==> src/rtl/crc_frame_ctrl.sv <==
// Store-and-forward sequencer around a serial 8-bit CRC engine: buffers a byte
// frame, feeds it LSB-first to the engine, gathers the serial CRC, re-seeds.
module crc_frame_ctrl #(
  parameter  int MAX_LEN = 16,
  parameter  int TIMEOUT = 12,
  localparam int LW      = $clog2(MAX_LEN + 1)
) (
  input  logic          CLK,
  input  logic          RST,
  input  logic [7:0]    in_data,
  input  logic          in_valid,
  input  logic          in_last,
  output logic          in_ready,
  output logic          eng_data,
  output logic          eng_active,
  output logic          eng_rst_n,
  input  logic          eng_crc,
  input  logic          eng_valid,
  output logic [7:0]    crc_out,
  output logic [LW-1:0] crc_len,
  output logic          crc_valid,
  input  logic          crc_ready,
  output logic          err,
  output logic          busy
);

  localparam int AW = $clog2(MAX_LEN);
  localparam int IW = LW + 3;
  localparam int TW = $clog2(TIMEOUT + 1);

  typedef enum logic [2:0] {
    S_COLLECT, S_LOAD, S_FEED, S_DRAIN, S_OUT, S_ARM
  } state_t;

  state_t        state_q, state_d;
  logic [LW-1:0] count_q, count_d;
  logic [LW-1:0] len_q,   len_d;
  logic          ovf_q,   ovf_d;
  logic [IW-1:0] idx_q,   idx_d;
  logic [2:0]    n_q,     n_d;
  logic [TW-1:0] tcnt_q,  tcnt_d;
  logic [7:0]    crc_q,   crc_d;
  logic          eng_active_q, eng_active_d;
  logic          eng_data_q,   eng_data_d;
  logic          eng_rst_n_q,  eng_rst_n_d;
  logic          err_q,        err_d;

  logic [7:0]    mem_q [MAX_LEN];
  logic          accept;
  logic          full;
  logic          rd_bit;

  assign accept = in_valid & in_ready;
  assign full   = (count_q == LW'(MAX_LEN));
  // idx_q addresses the bit presented on the following cycle
  assign rd_bit = mem_q[AW'(idx_q[IW-1:3])][idx_q[2:0]];

  always_ff @(posedge CLK) begin
    if (accept && !full) mem_q[AW'(count_q)] <= in_data;
  end

  always_ff @(posedge CLK or negedge RST) begin
    if (!RST) begin
      state_q      <= S_COLLECT;
      count_q      <= '0;
      len_q        <= '0;
      ovf_q        <= 1'b0;
      idx_q        <= '0;
      n_q          <= '0;
      tcnt_q       <= '0;
      crc_q        <= '0;
      eng_active_q <= 1'b0;
      eng_data_q   <= 1'b0;
      eng_rst_n_q  <= 1'b0;
      err_q        <= 1'b0;
    end else begin
      state_q      <= state_d;
      count_q      <= count_d;
      len_q        <= len_d;
      ovf_q        <= ovf_d;
      idx_q        <= idx_d;
      n_q          <= n_d;
      tcnt_q       <= tcnt_d;
      crc_q        <= crc_d;
      eng_active_q <= eng_active_d;
      eng_data_q   <= eng_data_d;
      eng_rst_n_q  <= eng_rst_n_d;
      err_q        <= err_d;
    end
  end

  always_comb begin
    state_d      = state_q;
    count_d      = count_q;
    len_d        = len_q;
    ovf_d        = ovf_q;
    idx_d        = idx_q;
    n_d          = n_q;
    tcnt_d       = tcnt_q;
    crc_d        = crc_q;
    eng_active_d = eng_active_q;
    eng_data_d   = eng_data_q;
    err_d        = 1'b0;
    case (state_q)
      S_COLLECT: begin
        if (accept) begin
          if (full) ovf_d = 1'b1;
          else      count_d = count_q + 1'b1;
          if (in_last) begin
            // An overflowed frame never reaches the engine
            if (full || ovf_q) begin
              err_d   = 1'b1;
              count_d = '0;
              ovf_d   = 1'b0;
            end else begin
              len_d   = count_q + 1'b1;
              state_d = S_LOAD;
            end
          end
        end
      end
      S_LOAD: begin
        eng_active_d = 1'b1;
        eng_data_d   = mem_q[0][0];
        idx_d        = IW'(1);
        n_d          = '0;
        tcnt_d       = '0;
        crc_d        = '0;
        state_d      = S_FEED;
      end
      S_FEED: begin
        if (idx_q == {len_q, 3'b000}) begin
          eng_active_d = 1'b0;
          eng_data_d   = 1'b0;
          state_d      = S_DRAIN;
        end else begin
          eng_data_d = rd_bit;
          idx_d      = idx_q + 1'b1;
        end
      end
      S_DRAIN: begin
        tcnt_d = tcnt_q + 1'b1;
        if (eng_valid) begin
          crc_d[n_q] = eng_crc;
          n_d        = n_q + 1'b1;
        end
        if (eng_valid && n_q == 3'd7) begin
          state_d = S_OUT;
        end else if (tcnt_q == TW'(TIMEOUT - 1)) begin
          err_d   = 1'b1;
          state_d = S_ARM;
        end
      end
      S_OUT: begin
        if (crc_ready) state_d = S_ARM;
      end
      S_ARM: begin
        count_d = '0;
        ovf_d   = 1'b0;
        state_d = S_COLLECT;
      end
      default: state_d = S_COLLECT;
    endcase
    eng_rst_n_d = (state_d != S_ARM);
  end

  always_comb begin
    in_ready  = (state_q == S_COLLECT);
    busy      = (state_q != S_COLLECT);
    crc_valid = (state_q == S_OUT);
  end

  assign eng_active = eng_active_q;
  assign eng_data   = eng_data_q;
  assign eng_rst_n  = eng_rst_n_q;
  assign crc_out    = crc_q;
  assign crc_len    = len_q;
  assign err        = err_q;

endmodule

==> config.mk <==
export PLATFORM = sky130hd
export DESIGN_NAME = crc_frame_ctrl
export DESIGN_NICKNAME = d
export VERILOG_FILES = /design/src/rtl/crc_frame_ctrl.sv
export SDC_FILE = /design/constraint.sdc
export NUM_CORES = 1
export LEC_CHECK = 0
export CORE_UTILIZATION = 35
export CTS_CLUSTER_DIAMETER = 100
export DETAILED_ROUTE_END_ITERATION = 6
export GPL_TIMING_DRIVEN = 0
export SYNTH_ARGS = -nofsm -noshare
export SYNTH_HDL_FRONTEND = slang
export SYNTH_SLANG_ARGS = --single-unit
export TNS_END_PERCENT = 5
==> constraint.sdc <==
create_clock -name CLK -period 5 [get_ports CLK]
set_input_delay 1 -clock CLK [delete_from_list [all_inputs] [get_ports CLK]]
set_output_delay 1 -clock CLK [all_outputs]
set_load 0.01 [all_outputs]
==> impl_metrics.env <==
export IMPL_synth_flop_cell="sky130_fd_sc_hd__edfxtp_1"
export IMPL_grt_pass1_wl_um=24800
export IMPL_finish_utilization_pct=42.3
export IMPL_placement_cell_area_mm2=0.00805
export IMPL_cts_root_to_sink_buffers=2
export IMPL_cp_top_family="simple AND/OR/NAND/NOR gates"
export IMPL_route_detailed_drc=0
export IMPL_max_ir_drop_vdd_mv=0.297
export IMPL_ys_ff_latch=169
export IMPL_worst_path_buf_inv=1
export IMPL_final_area_mm2=0.00864
export IMPL_syn_inst=510
export IMPL_floorplan_die_area_mm2=0.0216
export IMPL_cts_htree_levels=4
export IMPL_holdBufCountCts=0
export IMPL_initial_utilization_pct=36.0
export IMPL_status="finished, final reports clean"
export IMPL_routed_via_count=4404
export IMPL_vias_per_cell=5.20
export IMPL_ctsResizeCount=0
export IMPL_slew_viol_final=0
export IMPL_final_setup_tns_ps=0
export IMPL_cts_tree="yes"
export IMPL_dpl_hpwl_um=11000
export IMPL_cts_sinks=169
export IMPL_row_count=52
export IMPL_io_pins=35
export IMPL_wirelength_um=15900
export IMPL_syn_area_mm2=0.00735
export IMPL_grt_pass1_vias=4496
export IMPL_routing_layer_with_the_top_usage_in_global_route="met2"
export IMPL_critical_path_startpoint_category="primary input"
export IMPL_power_static_leakage_nw=3.06
export IMPL_fp_dieW_um=147
export IMPL_buffers_inserted_during_post_cts_setup_optimization=0
export IMPL_worst_slew_margin_rel_pct=37.5
export IMPL_largest_net_degree_at_the_start_of_global_routing=32
export IMPL_hold_path_class="primary input to async pin"
export IMPL_synth_edff_count=128
export IMPL_clock_tree_root_cell="sky130_fd_sc_hd__clkbuf_16"
export IMPL_synth_warning_count=0
export IMPL_power_density_mw_per_mm2=512
export IMPL_floorplan_core_area_mm2=0.0204
export IMPL_power_w=0.00443
export IMPL_worst_setup_hold_path_clk_slew_ps=70
export IMPL_post_place_cells=815
export IMPL_area_growth_synth_to_final_pct=17.6
export IMPL_setup_violations_final=0
export IMPL_antennaDiodeCount=0
export IMPL_routed_wire_length_per_instance_um=18.8
export IMPL_drt_pass1_iter_count=5
export IMPL_io_buffer_count=33
export IMPL_place_congestion=0.838
export IMPL_slowest_stage="sky130_fd_sc_hd__nor4b_2"
export IMPL_reported_net_switching_power_w=0.00144
export IMPL_postSynth_asyncResetShare_pct=24.3
export IMPL_clkLatencyLatePin_ps=430
export IMPL_internal_power_w=0.00298
export IMPL_comb_power_share_pct=30.1
export IMPL_met2_usage_pct=26.6
export IMPL_timing_setup_critical_path_class="primary input to flop"
export IMPL_die_h_um=147
export IMPL_avg_inst_size_synth_um2=14.4
export IMPL_final_period_utilization_pct=64.6
export IMPL_global_route_overflow_total=0
export IMPL_layout_drive_gt1_share_pct=10.9
export IMPL_fin_skew_ps=9.46
export IMPL_critical_path_max_stage_delay_ps=760
export IMPL_layout_nets=588
export IMPL_route_antenna_remaining_nets=0
export IMPL_grt_usage_pct=15.4
export IMPL_timing_critical_path_to_type="flop"
export IMPL_critical_path_peak_fanout=10
export IMPL_gr_usage_met3_pct=3.32
export IMPL_groute_layer_met1_usage_pct=19.2
export IMPL_timing_worst_slew_pin_value_ps=934
export IMPL_switching_share_pct=32.6
export IMPL_grt_antenna_before_repair=0
export IMPL_finalHoldViolations=0
export IMPL_first_iter_violations=409
export IMPL_synth_seq_area_share_pct=66.3
export IMPL_max_clock_freq_mhz=310
export IMPL_grt_setup_unrepaired="no"
export IMPL_crit_required_ps=5070
export IMPL_layoutNonFillerInstCount=847
export IMPL_post_route_min_period_ps=3230
export IMPL_path_cells="clkdlybuf4s50_1 -> nor4b_2 -> nand2b_1 -> nor3_1 -> and2_1"
export IMPL_synth_distinct_cells=56
export IMPL_critPathArrivalTime_ps=3300
export IMPL_postSynthNetCount=534
export IMPL_power_frac_seq_pct=40.1
export IMPL_fraction_of_power_consumed_by_the_clock_network_pct=29.7
export IMPL_cap_viol_max_count=0
export IMPL_cts_buffers=17
[flip-flops by register name (all words and copies together), names as in the netlist]
| register | cells |
|---|---|
| state_q | 3 |
| eng_rst_n | 1 |
| eng_data | 1 |
| count_q | 5 |
| idx_q | 8 |
| err | 1 |
| ovf_q | 1 |
| crc_len | 5 |
| mem_q | 128 |
| eng_active | 1 |
| n_q | 3 |
| crc_out | 8 |
| tcnt_q | 4 |
[cell usage after synthesis, drive strengths merged, types with 10 or more instances]
library cell  number  share of area [%]
a21oi             14               0.95
and2              17                1.4
buf               11                1.2
clkbuf            16               0.82
dfrtp             41                 14
edfxtp           128                 52
inv               10               0.51
mux2i             35                4.8
mux4              17                5.5
nand2             34                1.7
nand3             12               0.82
nor2              28                1.4
nor3              11               0.75
o21ai             37                2.5
xor2              11                1.3
[through the flow]
stage | worst slack, ps | hold slack [ps]
after floorplan | 2120 | 466
after global placement | 409 | 466
after detailed placement | 1100 | 483
after CTS | 1540 | 453
after global routing | 1570 | 470
final | 1770 | 460
[worst paths after layout]
kind	start	endpoint	slack, ps	cells past startpoint
max	in_valid	mem_q[2][0]	1770	5
min	RST	ovf_q	460	1
max reg2reg	state_q[1]	mem_q[2][0]	2270	4
min in group CLK	eng_active	eng_active	490	1
max in group asynchronous	RST	n_q[2]	4080	2
min reg2reg	eng_active	eng_active	490	1
[power by group through the flow]
stage	Combinational, W	Clock [W]	Sequential, W
2_1_floorplan	0.000892	0	0.00179
3_3_place_gp	0.00130	0	0.00180
3_5_place_dp	0.00133	0	0.00180
4_1_cts	0.00134	0.00133	0.00178
5_1_grt	0.00146	0.00139	0.00179
6_report	0.00133	0.00132	0.00178
[cell type report]
| cell class | instances | area [µm²] |
|---|---|---|
| multi-input cells | 303 | 2300 |
| fillers | 1869 | 11800 |
| inverters | 11 | 41.3 |
| plain buffers | 27 | 149 |
| repair buffers | 35 | 353 |
| flip-flops and latches | 169 | 4870 |
| well taps | 270 | 338 |
| clock inverters | 13 | 158 |
| clock buffers | 19 | 433 |
[cells in the final DEF, fill, tap and decap left out, drive strengths merged, types with 2 or more instances in the layout]
cell / n
a211oi: 2
a21oi: 14
a221oi: 6
a22o: 9
a22oi: 5
a31oi: 2
and2: 17
and3: 3
buf: 14
bufinv: 2
clkbuf: 35
clkdlybuf4s50: 32
clkinv: 3
clkinvlp: 2
dfrtp: 41
edfxtp: 128
ha: 9
inv: 17
mux2: 2
mux2i: 35
mux4: 17
nand2: 34
nand2b: 6
nand3: 12
nor2: 28
nor2b: 5
nor3: 11
nor3b: 4
nor4: 4
nor4b: 2
o21ai: 37
o22ai: 4
o311ai: 3
o31ai: 3
xnor2: 2
xor2: 11
[metal layers]
| layer | vias up | wire (µm) |
|---|---|---|
| met5 | - | 0 |
| met1 | 2232 | 6990 |
| li1 | 2065 | - |
| met3 | 24 | 482 |
| met4 | 0 | 285 |
| met2 | 83 | 8140 |
[worst reg2reg max path: stages (launching register included)]
cell	delay, ps
sky130_fd_sc_hd__dfrtp_1	450
sky130_fd_sc_hd__nor4b_2	850
sky130_fd_sc_hd__nand2b_1	310
sky130_fd_sc_hd__nor3_1	290
sky130_fd_sc_hd__and2_1	480
[logic make-up (layout without fill, tap and decap cells)]
| family | Yosys count | after routing | synth area share, % |
|---|---|---|---|
| flops | 169 | 169 | 66.3 |
| buf+inv | 38 | 105 | 2.59 |
| mux | 54 | 54 | 10.5 |
| xor+xnor | 13 | 13 | 1.55 |
| compound gates | 97 | 97 | 8.62 |
| simple gates | 130 | 130 | 8.91 |
| fa+ha+maj | 9 | 9 | 1.53 |
No activity file was read; power rests on OpenSTA's default activity.
==> RTL edit (same settings) <==
Encoding of `state_t`: now one-hot (6 bits for 6 states).
--- a/src/rtl/crc_frame_ctrl.sv
+++ b/src/rtl/crc_frame_ctrl.sv
@@ -29,6 +29,6 @@
   localparam int TW = $clog2(TIMEOUT + 1);
 
-  typedef enum logic [2:0] {
-    S_COLLECT, S_LOAD, S_FEED, S_DRAIN, S_OUT, S_ARM
+  typedef enum logic [5:0] {
+    S_COLLECT = 6'b000001, S_LOAD = 6'b000010, S_FEED = 6'b000100, S_DRAIN = 6'b001000, S_OUT = 6'b010000, S_ARM = 6'b100000
   } state_t;
 
Check against the original RTL: same outputs for any inputs over 10 cycles, from zero or initial values and one cycle with RST low; not proved beyond that.
==> RTL edit against the original RTL <==
Synthesized area grew 2.1%. Sequential cell count grew 3. Routed wire length grew 3.6%. Sequential share of layout area shrank 0.070 points. Final area grew 1.7%. Worst setup slack lost 0.38 ns. Non-clock buffer count is the same. Critical endpoint is now crc_valid.
Power is not compared: it rests on default switching activity, and its combinational part moved more than twofold at a synthesized area within 25%.
==> RTL edit: results (changes against the original RTL) <==
metric	value	unit	change
Clock Skews	0.007757	ns	-0.001699 ns
cell count of the worst reg-to-reg path	8		+4
placed wire-length estimate after detailed placement	11130	µm	+0.86%
share of cell area taken by flip-flops and latches	0.5629		-0.0007034
Worst Hold Margin	0.5064	ns	+0.04677 ns
count of inverters other than clock inverters in the layout	9		-2
instance area at placement	8200	µm²	+1.9%
asr flop ratio synth	0.2558		+0.01321
result of the run	finished clean		
routability congestion estimate from global placement	0.7976		-4.8%
detailed router's first-iteration violation count	370		-9.5%
Post-layout nets	583		-0.85%
pin count of the biggest net entering global routing	25		-22%
worst reg2reg startpoint	idx_q[4]$_DFFE_PN0P_		
count of port buffers added during placement	34		+3.0%
number of global-route vias before repair	4602		+2.4%
register-to-register setup slack	2.34	ns	+0.07 ns
layout multi-input combinational cell count	297		-2.0%
Critical R2R Capture	eng_data$_DFFE_PN0P_		
net count after synthesis	529		-0.94%
DP Worst Slack	1.829	ns	+0.7283 ns
multi-input gate share of the layout cell area	0.2698		+0.003681
Syn-to-layout area delta	17.15	%	
overall fraction of global-route tracks in use	0.1598		+0.005337
register area share after synthesis	0.6594		-0.003311
Avg WL per Cell	19.43	µm	+3.6%
buffering overhead	0.05753		-0.0005401
-- RTL edit: kinds of logic (layout without fill, tap and decap cells) --
family | after synthesis | in the layout | share of synthesized area
and+or+nand+nor | 140 | 140 | 0.1029
muxes | 55 | 55 | 0.1119
AOI/OAI and AO/OA | 80 | 80 | 0.07106
buffers and inverters | 36 | 103 | 0.02452
xor gates and xnor gates | 13 | 13 | 0.01518
adders and majority gates | 9 | 9 | 0.01501
DFF | 172 | 172 | 0.6594
-- RTL edit: per-layer routing --
| layer | GRT usage | wire (µm) | part of all wire | vias up |
|---|---|---|---|---|
| li1 | - | - | - | 2054 |
| met1 | 0.2110 | 7401 | 0.45 | 2302 |
| met2 | 0.2617 | 8241 | 0.50 | 93 |
| met3 | 0.03098 | 569 | 0.035 | 19 |
| met4 | 0.05825 | 241 | 0.015 | 0 |
| met5 | 0 | 0 | 0 | - |
-- RTL edit: worst max path at each step --
stage | startpoint | end | slack, ns | cells after the start
5_1_grt | state_q[2]$_DFF_PN0_ | crc_valid | 1.22 | 4
6_report | state_q[2]$_DFF_PN0_ | crc_valid | 1.39 | 4
2_1_floorplan | state_q[2]$_DFF_PN0_ | crc_valid | 2.52 | 3
3_3_place_gp | RST | crc_out[3]$_DFFE_PN0P_ | 1.73 | 1
4_1_cts | state_q[2]$_DFF_PN0_ | crc_valid | 1.33 | 4
3_5_place_dp | state_q[2]$_DFF_PN0_ | crc_valid | 1.83 | 4
-- RTL edit: critical path: stages, from the launching register on --
cell and delay, ns:
sky130_fd_sc_hd__dfrtp_1 0.36, sky130_fd_sc_hd__clkbuf_1 0.20, sky130_fd_sc_hd__or3_1 0.41, sky130_fd_sc_hd__nor4b_1 0.56
sky130_fd_sc_hd__clkdlybuf4s50_1 0.66
